File: config.mk
export PLATFORM = sky130hd
export DESIGN_NAME = icache
export DESIGN_NICKNAME = d
export VERILOG_FILES = /design/src/rtl/icache_pkg.sv /design/src/rtl/icache_line_array.sv /design/src/rtl/icache.sv
export SDC_FILE = /design/constraint.sdc
export NUM_CORES = 1
export LEC_CHECK = 0
export ABC_AREA = 1
export ABC_CLOCK_PERIOD_IN_PS = 7800
export CAP_MARGIN = 20
export CORE_ASPECT_RATIO = 1.4
export CORE_UTILIZATION = 30
export DETAILED_ROUTE_END_ITERATION = 12
export GPL_ROUTABILITY_DRIVEN = 0
export PLACE_DENSITY = 0.44
export SETUP_SLACK_MARGIN = 0.1
export SKIP_LAST_GASP = 1
export SYNTH_ARGS = -nofsm -noshare
export SYNTH_HDL_FRONTEND = slang
export SYNTH_HIERARCHICAL = 1
export SYNTH_SLANG_ARGS = --single-unit
File: constraint.sdc
create_clock -name CLK -period 7.8 [get_ports CLK]
set_input_delay 1.56 -clock CLK [delete_from_list [all_inputs] [get_ports CLK]]
set_output_delay 1.56 -clock CLK [all_outputs]
set_load 0.1 [all_outputs]
File: src/rtl/icache_pkg.sv
// icache_pkg: geometry constants, FSM state type and word-select helper
// shared by the instruction cache and its line storage.
package icache_pkg;

  localparam int unsigned TAG_W   = 3;
  localparam int unsigned INDEX_W = 3;
  localparam int unsigned LINES   = 8;
  localparam int unsigned BLOCK_W = 128;
  localparam int unsigned WORD_W  = 32;
  localparam int unsigned WSEL_W  = 2;
  localparam int unsigned MADDR_W = TAG_W + INDEX_W;

  typedef enum logic [1:0] {
    IDLE     = 2'd0,
    MEM_READ = 2'd1,
    UPDATE   = 2'd2
  } state_t;

  // Pick word w out of a block; word i lives at bits [32i+31:32i].
  function automatic logic [WORD_W-1:0] word_sel(input logic [BLOCK_W-1:0] blk,
                                                 input logic [WSEL_W-1:0]  w);
    logic [WORD_W-1:0] res;
    case (w)
      2'd0:    res = blk[31:0];
      2'd1:    res = blk[63:32];
      2'd2:    res = blk[95:64];
      default: res = blk[127:96];
    endcase
    return res;
  endfunction

endpackage

File: src/rtl/icache_line_array.sv
// icache_line_array: valid/tag/data storage for the 8-line direct-mapped
// instruction cache.
//   clk       in   clock
//   clear     in   synchronous clear of all valid bits (wins over a write)
//   rd_index  in   combinational read index
//   rd_valid  out  valid bit of the addressed line
//   rd_tag    out  tag of the addressed line
//   rd_data   out  128-bit block of the addressed line
//   wr_en     in   write one line on the rising edge
//   wr_index  in   line to write
//   wr_tag    in   tag to store
//   wr_data   in   block to store
module icache_line_array
  import icache_pkg::*;
(
  input  logic               clk,
  input  logic               clear,
  input  logic [INDEX_W-1:0] rd_index,
  output logic               rd_valid,
  output logic [TAG_W-1:0]   rd_tag,
  output logic [BLOCK_W-1:0] rd_data,
  input  logic               wr_en,
  input  logic [INDEX_W-1:0] wr_index,
  input  logic [TAG_W-1:0]   wr_tag,
  input  logic [BLOCK_W-1:0] wr_data
);

  logic [LINES-1:0]   valid_q;
  logic [TAG_W-1:0]   tag_q  [LINES];
  logic [BLOCK_W-1:0] data_q [LINES];

  // Valid bits: the only state that needs a reset.
  always_ff @(posedge clk) begin
    if (clear) begin
      valid_q <= '0;
    end else if (wr_en) begin
      valid_q[wr_index] <= 1'b1;
    end
  end

  // Tag and data arrays; contents are meaningless while valid is low.
  always_ff @(posedge clk) begin
    if (wr_en && !clear) begin
      tag_q[wr_index]  <= wr_tag;
      data_q[wr_index] <= wr_data;
    end
  end

  assign rd_valid = valid_q[rd_index];
  assign rd_tag   = tag_q[rd_index];
  assign rd_data  = data_q[rd_index];

endmodule

File: src/rtl/icache.sv
// icache: direct-mapped read-only instruction cache, 8 lines x 16 bytes,
// 1 KiB address space. Hits complete in the same cycle; misses stall via
// BUSYWAIT while a block is fetched from instruction memory.
//   CLK           in   clock
//   RESET         in   synchronous active-high reset
//   PC            in   fetch address (only PC[9:2] used)
//   INSTRUCTION   out  fetched word (combinational on a hit, else 0)
//   BUSYWAIT      out  stall request (combinational)
//   mem_read      out  block read request, decoded from the state register
//   mem_address   out  block address PC[9:4] during the read, else 0
//   mem_readdata  in   128-bit block from memory
//   mem_busywait  in   memory still busy
//   hit_count     out  saturating hit counter   (ICACHE_STATS_EN only)
//   miss_count    out  saturating miss counter  (ICACHE_STATS_EN only)
// Optional feature macro: ICACHE_STATS_EN.
module icache
  import icache_pkg::*;
(
  input  logic                CLK,
  input  logic                RESET,
  input  logic [31:0]         PC,
  output logic [WORD_W-1:0]   INSTRUCTION,
  output logic                BUSYWAIT,
  output logic                mem_read,
  output logic [MADDR_W-1:0]  mem_address,
  input  logic [BLOCK_W-1:0]  mem_readdata,
  input  logic                mem_busywait
`ifdef ICACHE_STATS_EN
  ,
  output logic [15:0]         hit_count,
  output logic [15:0]         miss_count
`endif
);

  state_t state, state_n;

  logic [TAG_W-1:0]   pc_tag;
  logic [INDEX_W-1:0] pc_index;
  logic [WSEL_W-1:0]  pc_word;
  logic               line_valid;
  logic [TAG_W-1:0]   line_tag;
  logic [BLOCK_W-1:0] line_data;
  logic               hit;
  logic               fill;
  logic               busy;
  logic               unused_pc;

  assign pc_tag    = PC[9:7];
  assign pc_index  = PC[6:4];
  assign pc_word   = PC[3:2];
  assign unused_pc = ^{PC[31:10], PC[1:0]};

  icache_line_array u_lines (
    .clk      (CLK),
    .clear    (RESET),
    .rd_index (pc_index),
    .rd_valid (line_valid),
    .rd_tag   (line_tag),
    .rd_data  (line_data),
    .wr_en    (fill),
    .wr_index (pc_index),
    .wr_tag   (pc_tag),
    .wr_data  (mem_readdata)
  );

  assign hit = line_valid && (line_tag == pc_tag);

  // State register.
  always_ff @(posedge CLK) begin
    if (RESET) begin
      state <= IDLE;
    end else begin
      state <= state_n;
    end
  end

  // Next state and request decode.
  always_comb begin
    state_n     = state;
    busy        = 1'b0;
    mem_read    = 1'b0;
    mem_address = '0;
    fill        = 1'b0;
    case (state)
      IDLE: begin
        if (!hit) begin
          busy    = 1'b1;
          state_n = MEM_READ;
        end
      end
      MEM_READ: begin
        busy        = 1'b1;
        mem_read    = 1'b1;
        mem_address = PC[9:4];
        if (!mem_busywait) begin
          state_n = UPDATE;
        end
      end
      UPDATE: begin
        busy    = 1'b1;
        fill    = !RESET;
        state_n = IDLE;
      end
      default: state_n = IDLE;
    endcase
  end

  // CPU-facing outputs are quiet while RESET is held.
  assign BUSYWAIT    = busy && !RESET;
  assign INSTRUCTION = (state == IDLE && hit && !RESET) ? word_sel(line_data, pc_word)
                                                       : '0;

`ifdef ICACHE_STATS_EN
  logic just_filled;

  // The hit right after a refill completes the missed fetch; not counted.
  always_ff @(posedge CLK) begin
    if (RESET) begin
      just_filled <= 1'b0;
    end else begin
      just_filled <= (state == UPDATE);
    end
  end

  // Saturating hit/miss counters.
  always_ff @(posedge CLK) begin
    if (RESET) begin
      hit_count  <= '0;
      miss_count <= '0;
    end else if (state == IDLE) begin
      if (hit && !just_filled && hit_count != 16'hFFFF) begin
        hit_count <= hit_count + 16'd1;
      end
      if (!hit && miss_count != 16'hFFFF) begin
        miss_count <= miss_count + 16'd1;
      end
    end
  end
`endif

endmodule
# Word level (Yosys, flattened, before mapping)

Memories as Yosys holds them, arrays and structs flattened.
Index checks and enable logic that the tools add are counted.

Memory bits (writable): 1,048
Word-level logic and storage cells: 41
Bits of input ports: 163
Output and inout bits: 40
Memories: 2
Bits in registers: 10

Memories:

| memory         | words | width | rd ports | clocked after Yosys merged registers in | write ports | line                    | source |
|---|---|---|---|---|---|---|---|
| u_lines.data_q | 8     | 128   | 1        | 0                                       | 1           | icache_line_array.sv:30 | `logic [BLOCK_W-1:0] data_q [LINES];` |
| u_lines.tag_q  | 8     | 3     | 1        | 0                                       | 1           | icache_line_array.sv:29 | `logic [TAG_W-1:0] tag_q [LINES];` |

Bitwise operators: 1
$lt $le $gt $ge: 2
Multiplexer cells: 16
Reduce and logical (&&, ||, !) cells: 11
Equal/unequal tests: 7

Operators with widths:

| operator           | number |
|---|---|
| $pmux 32 s3        | 1 |
| $mux 32            | 1 |
| $or 8x8->8         | 1 |
| $mux 1             | 7 |
| $logic_and 1x1->1  | 6 |
| $mux 6             | 1 |
| $eq 2x1->1 const B | 2 |
| $eq 2x2->1 const B | 2 |
| $logic_not 2->1    | 2 |
| $lt 3x4->1 const B | 1 |
| $mux 2             | 2 |
| $ne 2x2->1 const B | 2 |
| $pmux 2 s2         | 1 |
| $bmux 1 s3         | 1 |
| $demux 1 s3        | 1 |
| $eq 3x3->1         | 1 |
| $ge 3x1->1 const B | 1 |
| $pmux 1 s2         | 1 |
| $reduce_and 2->1   | 1 |
| $reduce_or 2->1    | 1 |
| $logic_not 1->1    | 1 |

# Depth between registers and ports, before layout

Depth after elaboration: 6
Gate-level depth with buffers: 18
Depth with buffers taken out: 14

# Modules after synthesis

The synthesis kept the hierarchy.

By module, submodules not included:

| module            | sequential area each (um^2) | cells each | area each (um^2) | instances |
|---|---|---|---|---|
| icache_line_array | 31,630.3                    | 4,591      | 46,199.3         | 1 |
| icache            | 40.0                        | 268        | 1,255.0          | 1 |

# Worst setup path before layout

OpenSTA, ideal clock, no wires.

Kind: input-to-reg
Start: in RESET
End: mem u_lines.data_q[0][0], enable pin
Path slack: -313 ps
Arrival time: 7,489 ps
Stages: 4
Library setup time: 623 ps
Required time: 7,177 ps
Cell sequence: clkbuf_1 -> nor2_1 -> nand2_1 -> nor2_1

Cells in the longest elaborated chain, start to end: 5

Ends and longest elaborated chain:

| what                           | line                                   | source |
|---|---|---|
| start, declared                | icache.sv:20                           | `input logic RESET,` |
| $logic_not 1->1 *              | icache_line_array.sv:43, icache.sv:101 |  |
| $mux 1                         | icache.sv:84                           | `case (state)` |
| $logic_and 1x1->1 *            | icache_line_array.sv:43                | `if (wr_en && !clear) begin` |
| $mux 1 *                       | icache_line_array.sv:43                |  |
| $mux 1 (implied by the code) * | icache_line_array.sv:45                | `data_q[wr_index] <= wr_data;` |
| end, declared                  | icache_line_array.sv:30                |  |

Mark *: on every way between the ends. The rest lies on a longest branch, timed or not.

# Final worst setup path

Start: in PC[4]
End: out INSTRUCTION[23]

RTL lines:

| what              | line             | source |
|---|---|---|
| start, declared   | icache.sv:21     | `input logic [31:0] PC,` |
| $mem_v2 8x128     | --               |  |
| net line_data[87] | icache.sv:42     | `logic [BLOCK_W-1:0] line_data;` |
| $pmux 32 s3       | icache_pkg.sv:23 | `case (w)` |
| $mux 32           | icache.sv:110    | `assign INSTRUCTION = (state == IDLE && hit && !RESET) ? word_sel(line_data, pc_word)` |
| end, declared     | icache.sv:22     | `output logic [WORD_W-1:0] INSTRUCTION,` |

The timed path passes the listed nets, and every way through them passes these cells. The select of a mux whose other input is x is not followed.

==> flow_summary.json <==
{
  "outcome": "completed",
  "die_w_um": 338,
  "syn_to_final_growth_pct": 15.4,
  "cts_hold_buf": 0,
  "grt_pass1_wl_um": 202000,
  "synth_edf_count": 1048,
  "grt_overflow": 0,
  "nNetsFinal": 5140,
  "grt_pass1_vias": 29930,
  "crit_chain": "buf_8 > inv_16 > buf_4 > nand2_1 > nand3_1 > nand2_1 > nand2_1 > nand2_1 > o21ai_0 > nand3_1 > o21ai_1 > nor2_1 > buf_12",
  "clkTransAtPathRegs_ns": 0.06,
  "numClockSinks": 1058,
  "ys_top_cells_by_count": "1806 x nand2_1, 1075 x inv_1, 1048 x edfxtp_1",
  "crit_buf_inv": 4,
  "fillers": 15655,
  "dp_slack_ns": 1.39,
  "cp-startpoint": "PC[4]",
  "start_kind": "primary input",
  "setup_ws_ns": 1.42,
  "synth_top_family_by_area": "simple AND/OR/NAND/NOR gates",
  "synthAdderAreaFrac": 0.00105,
  "period_share": 0.818,
  "grt_max_degree": 145,
  "ir_worst_vdd_mv": 0.198,
  "p_seq_frac": 0.516,
  "yosys.area.top_type": "edfxtp_1",
  "row_count": 172,
  "slew_headroom": 0.282,
  "dr.pass1.iters": 5,
  "p_leak_nw": 24.1,
  "synth-simple-area-share": 0.206,
  "die_h_um": 473,
  "num_io_pins": 203,
  "syn-num-nets": 5026,
  "cpMaxStageDelayCell": "buf_4",
  "cpLargestDelayFamily": "buffers and inverters",
  "drtIter0Drc": 1979,
  "min_period_ns": 6.38,
  "cts_made_buffers": 109,
  "synth_compound_area_frac": 0.00812,
  "cp_max_fo": 144,
  "netlist_area_um2": 47500,
  "p_comb_frac": 0.074,
  "die-area_um2": 160000,
  "max_freq_mhz": 157,
  "rsz0062_at_grt": "false",
  "hpwl_um": 76800,
  "crit_type": "in2out",
  "finalHoldViolCount": 0,
  "async_flop_share": 0,
  "hold_class": "reg2reg",
  "maxCapViolCount": 0,
  "port_buffers": 178,
  "finClkSkew_ns": 0.0409,
  "yosys-top-cells-area": "edfxtp_1 66%, nand2_1 14%, inv_1 8.5%, nand3_1 5.9%, buf_2 1.3%",
  "synth.avg_cell_area_um2": 9.77,
  "ant_nets": 0,
  "viasPerCell": 4.36,
  "netlist.area_leader.share": 0.663,
  "initial_utilization": 0.302,
  "worstSkewPairLatency_ns": 0.74,
  "hp-start": "u_lines/valid_q[7]",
  "antenna_found_initial": 36,
  "yosysMostFrequentCell": "nand2_1",
  "via_count": 31185,
  "totalWireLength_um": 138000,
  "cts_root_buffer": "clkbuf_16",
  "synthXorXnorAreaFrac": 0,
  "cts_setup_buffers": 0,
  "final_layout_size_suffix_gt1_frac": 0.0498,
  "syn_inst": 4859,
  "r2r-start": "state[0]",
  "critPathRequiredTime_ns": 6.24,
  "clockBufferDepth": 3,
  "clockPowerShare": 0.409,
  "crit_arrival_ns": 4.82,
  "setup_viol": 0,
  "maxSlewViolCount": 0,
  "place_area_um2": 51400,
  "ys_warn_count": 6,
  "cp_slowest_stage_delay_ns": 0.65,
  "stdcell_area_um2": 54800,
  "path_common_cell": "nand2_1",
  "swShare": 0.237,
  "yosysUniqueCellTypes": 24,
  "p_int_w": 0.00927,
  "h-tree-depth": 3,
  "synth-seq-cells": 1058,
  "synth-seq-area-share": 0.667,
  "p_sw_w": 0.00288,
  "grt.total_usage": 0.172,
  "synth_mux_area_frac": 0,
  "wl_per_cell_um": 19.3,
  "drc": 0,
  "tightest_slew_ns": 1.08,
  "crit_path_end_kind": "output port",
  "coreArea_um2": 157000,
  "synth_flop_cell": "edfxtp_1",
  "fin_tns_setup_ns": 0,
  "cts_resized": 0,
  "powerDensity_nw_per_um2": 222,
  "tritoncts": "yes"
}
## layout make-up
| type | count | area (um^2) | share of cell area |
|---|---|---|---|
| multi-input cells | 2497 | 10300 | 0.188 |
| well taps | 2088 | 2610 | 0.0477 |
| diodes | 2 | 5.00 | 0.0000914 |
| repair buffers | 229 | 2770 | 0.0506 |
| inverters | 1078 | 4080 | 0.0744 |
| clock buffers | 139 | 2900 | 0.0530 |
| clock inverters | 61 | 453 | 0.00827 |
| flip-flops and latches | 1058 | 31700 | 0.578 |
## layer usage
metal  global-route usage  part of all wire
met4               0.0474             0.021
met3               0.0326             0.052
met2                0.283              0.48
met5                    0            0.0017
met1                0.229              0.45
## power groups by stage
stage / clock network (W) / logic [W] / registers [W]
after floorplan: 0 / 0.000503 / 0.00640
after global placement: 0 / 0.000918 / 0.00639
after detailed placement: 0 / 0.000919 / 0.00639
after CTS: 0.00513 / 0.000923 / 0.00627
after global routing: 0.00532 / 0.000992 / 0.00627
final: 0.00497 / 0.000904 / 0.00627
## final timing paths
path,endpoint,slack (ns),cells after the start
worst max-delay path,INSTRUCTION[23],1.42,13
worst min-delay path,u_lines/valid_q[7],0.48,2
worst max register to register,u_lines/data_q[5][53],4.59,9
worst min register to register,u_lines/valid_q[7],0.48,2
## metrics by stage
step	hold WS, ns	total power (W)	std cells	utilization
global placement	0.468	0.00731	6947	0.327
finish	0.484	0.0122	7152	0.349
floorplan	0.458	0.00690	4859	-
global route	0.517	0.0126	7151	0.349
CTS	0.484	0.0123	7147	0.349
detailed placement	0.474	0.00731	6947	0.327
## cell usage in the layout, fill, tap and decap left out
cell | synthesis | routed
nand3_2 | 1 | 1
inv_2 | 2 | 1
bufinv_16 | 0 | 4
clkinv_2 | 0 | 23
buf_4 | 17 | 30
o22ai_1 | 8 | 8
clkinv_1 | 0 | 25
ha_1 | 4 | 4
edfxtp_1 | 1048 | 1048
nand2_1 | 1806 | 1806
clkbuf_8 | 0 | 2
buf_6 | 43 | 1
nor2_1 | 44 | 35
inv_1 | 1075 | 1074
buf_16 | 0 | 1
clkbuf_1 | 16 | 26
buf_8 | 8 | 3
diode_2 | 0 | 2
nor2_4 | 0 | 8
inv_16 | 0 | 2
nor3_1 | 1 | 1
nand3_1 | 563 | 563
o21ai_1 | 30 | 30
inv_8 | 0 | 1
buf_12 | 1 | 52
clkinvlp_4 | 0 | 2
inv_6 | 1 | 4
nor2_2 | 2 | 3
clkbuf_16 | 0 | 111
clkinv_16 | 0 | 1
dfxtp_1 | 10 | 10
clkdlybuf4s50_1 | 0 | 142
a21oi_1 | 5 | 5
o21ai_0 | 32 | 32
or2_1 | 1 | 1
clkinv_8 | 0 | 2
## cell families (layout without fill, tap and decap cells)
logic type               count (synthesis)  after routing
AO/OA/AOI/OAI                           75             75
adder cells (fa/ha/maj)                  4              4
buffers and inverters                 1304           1507
flip-flops                            1058           1058
other                                    0              2
AND/OR/NAND/NOR                       2418           2418
## worst min-delay path: stages (launching register included)
cell	delay, ns
dfxtp_1	0.30
inv_1	0.06
o22ai_1	0.08
## state kept, by name, summed over array words and instances, names as in the netlist
name and cells:
u_lines/tag_q 24, u_lines/valid_q 8, u_lines/data_q 1024, state 2
No activity file was read; power rests on OpenSTA's default activity.
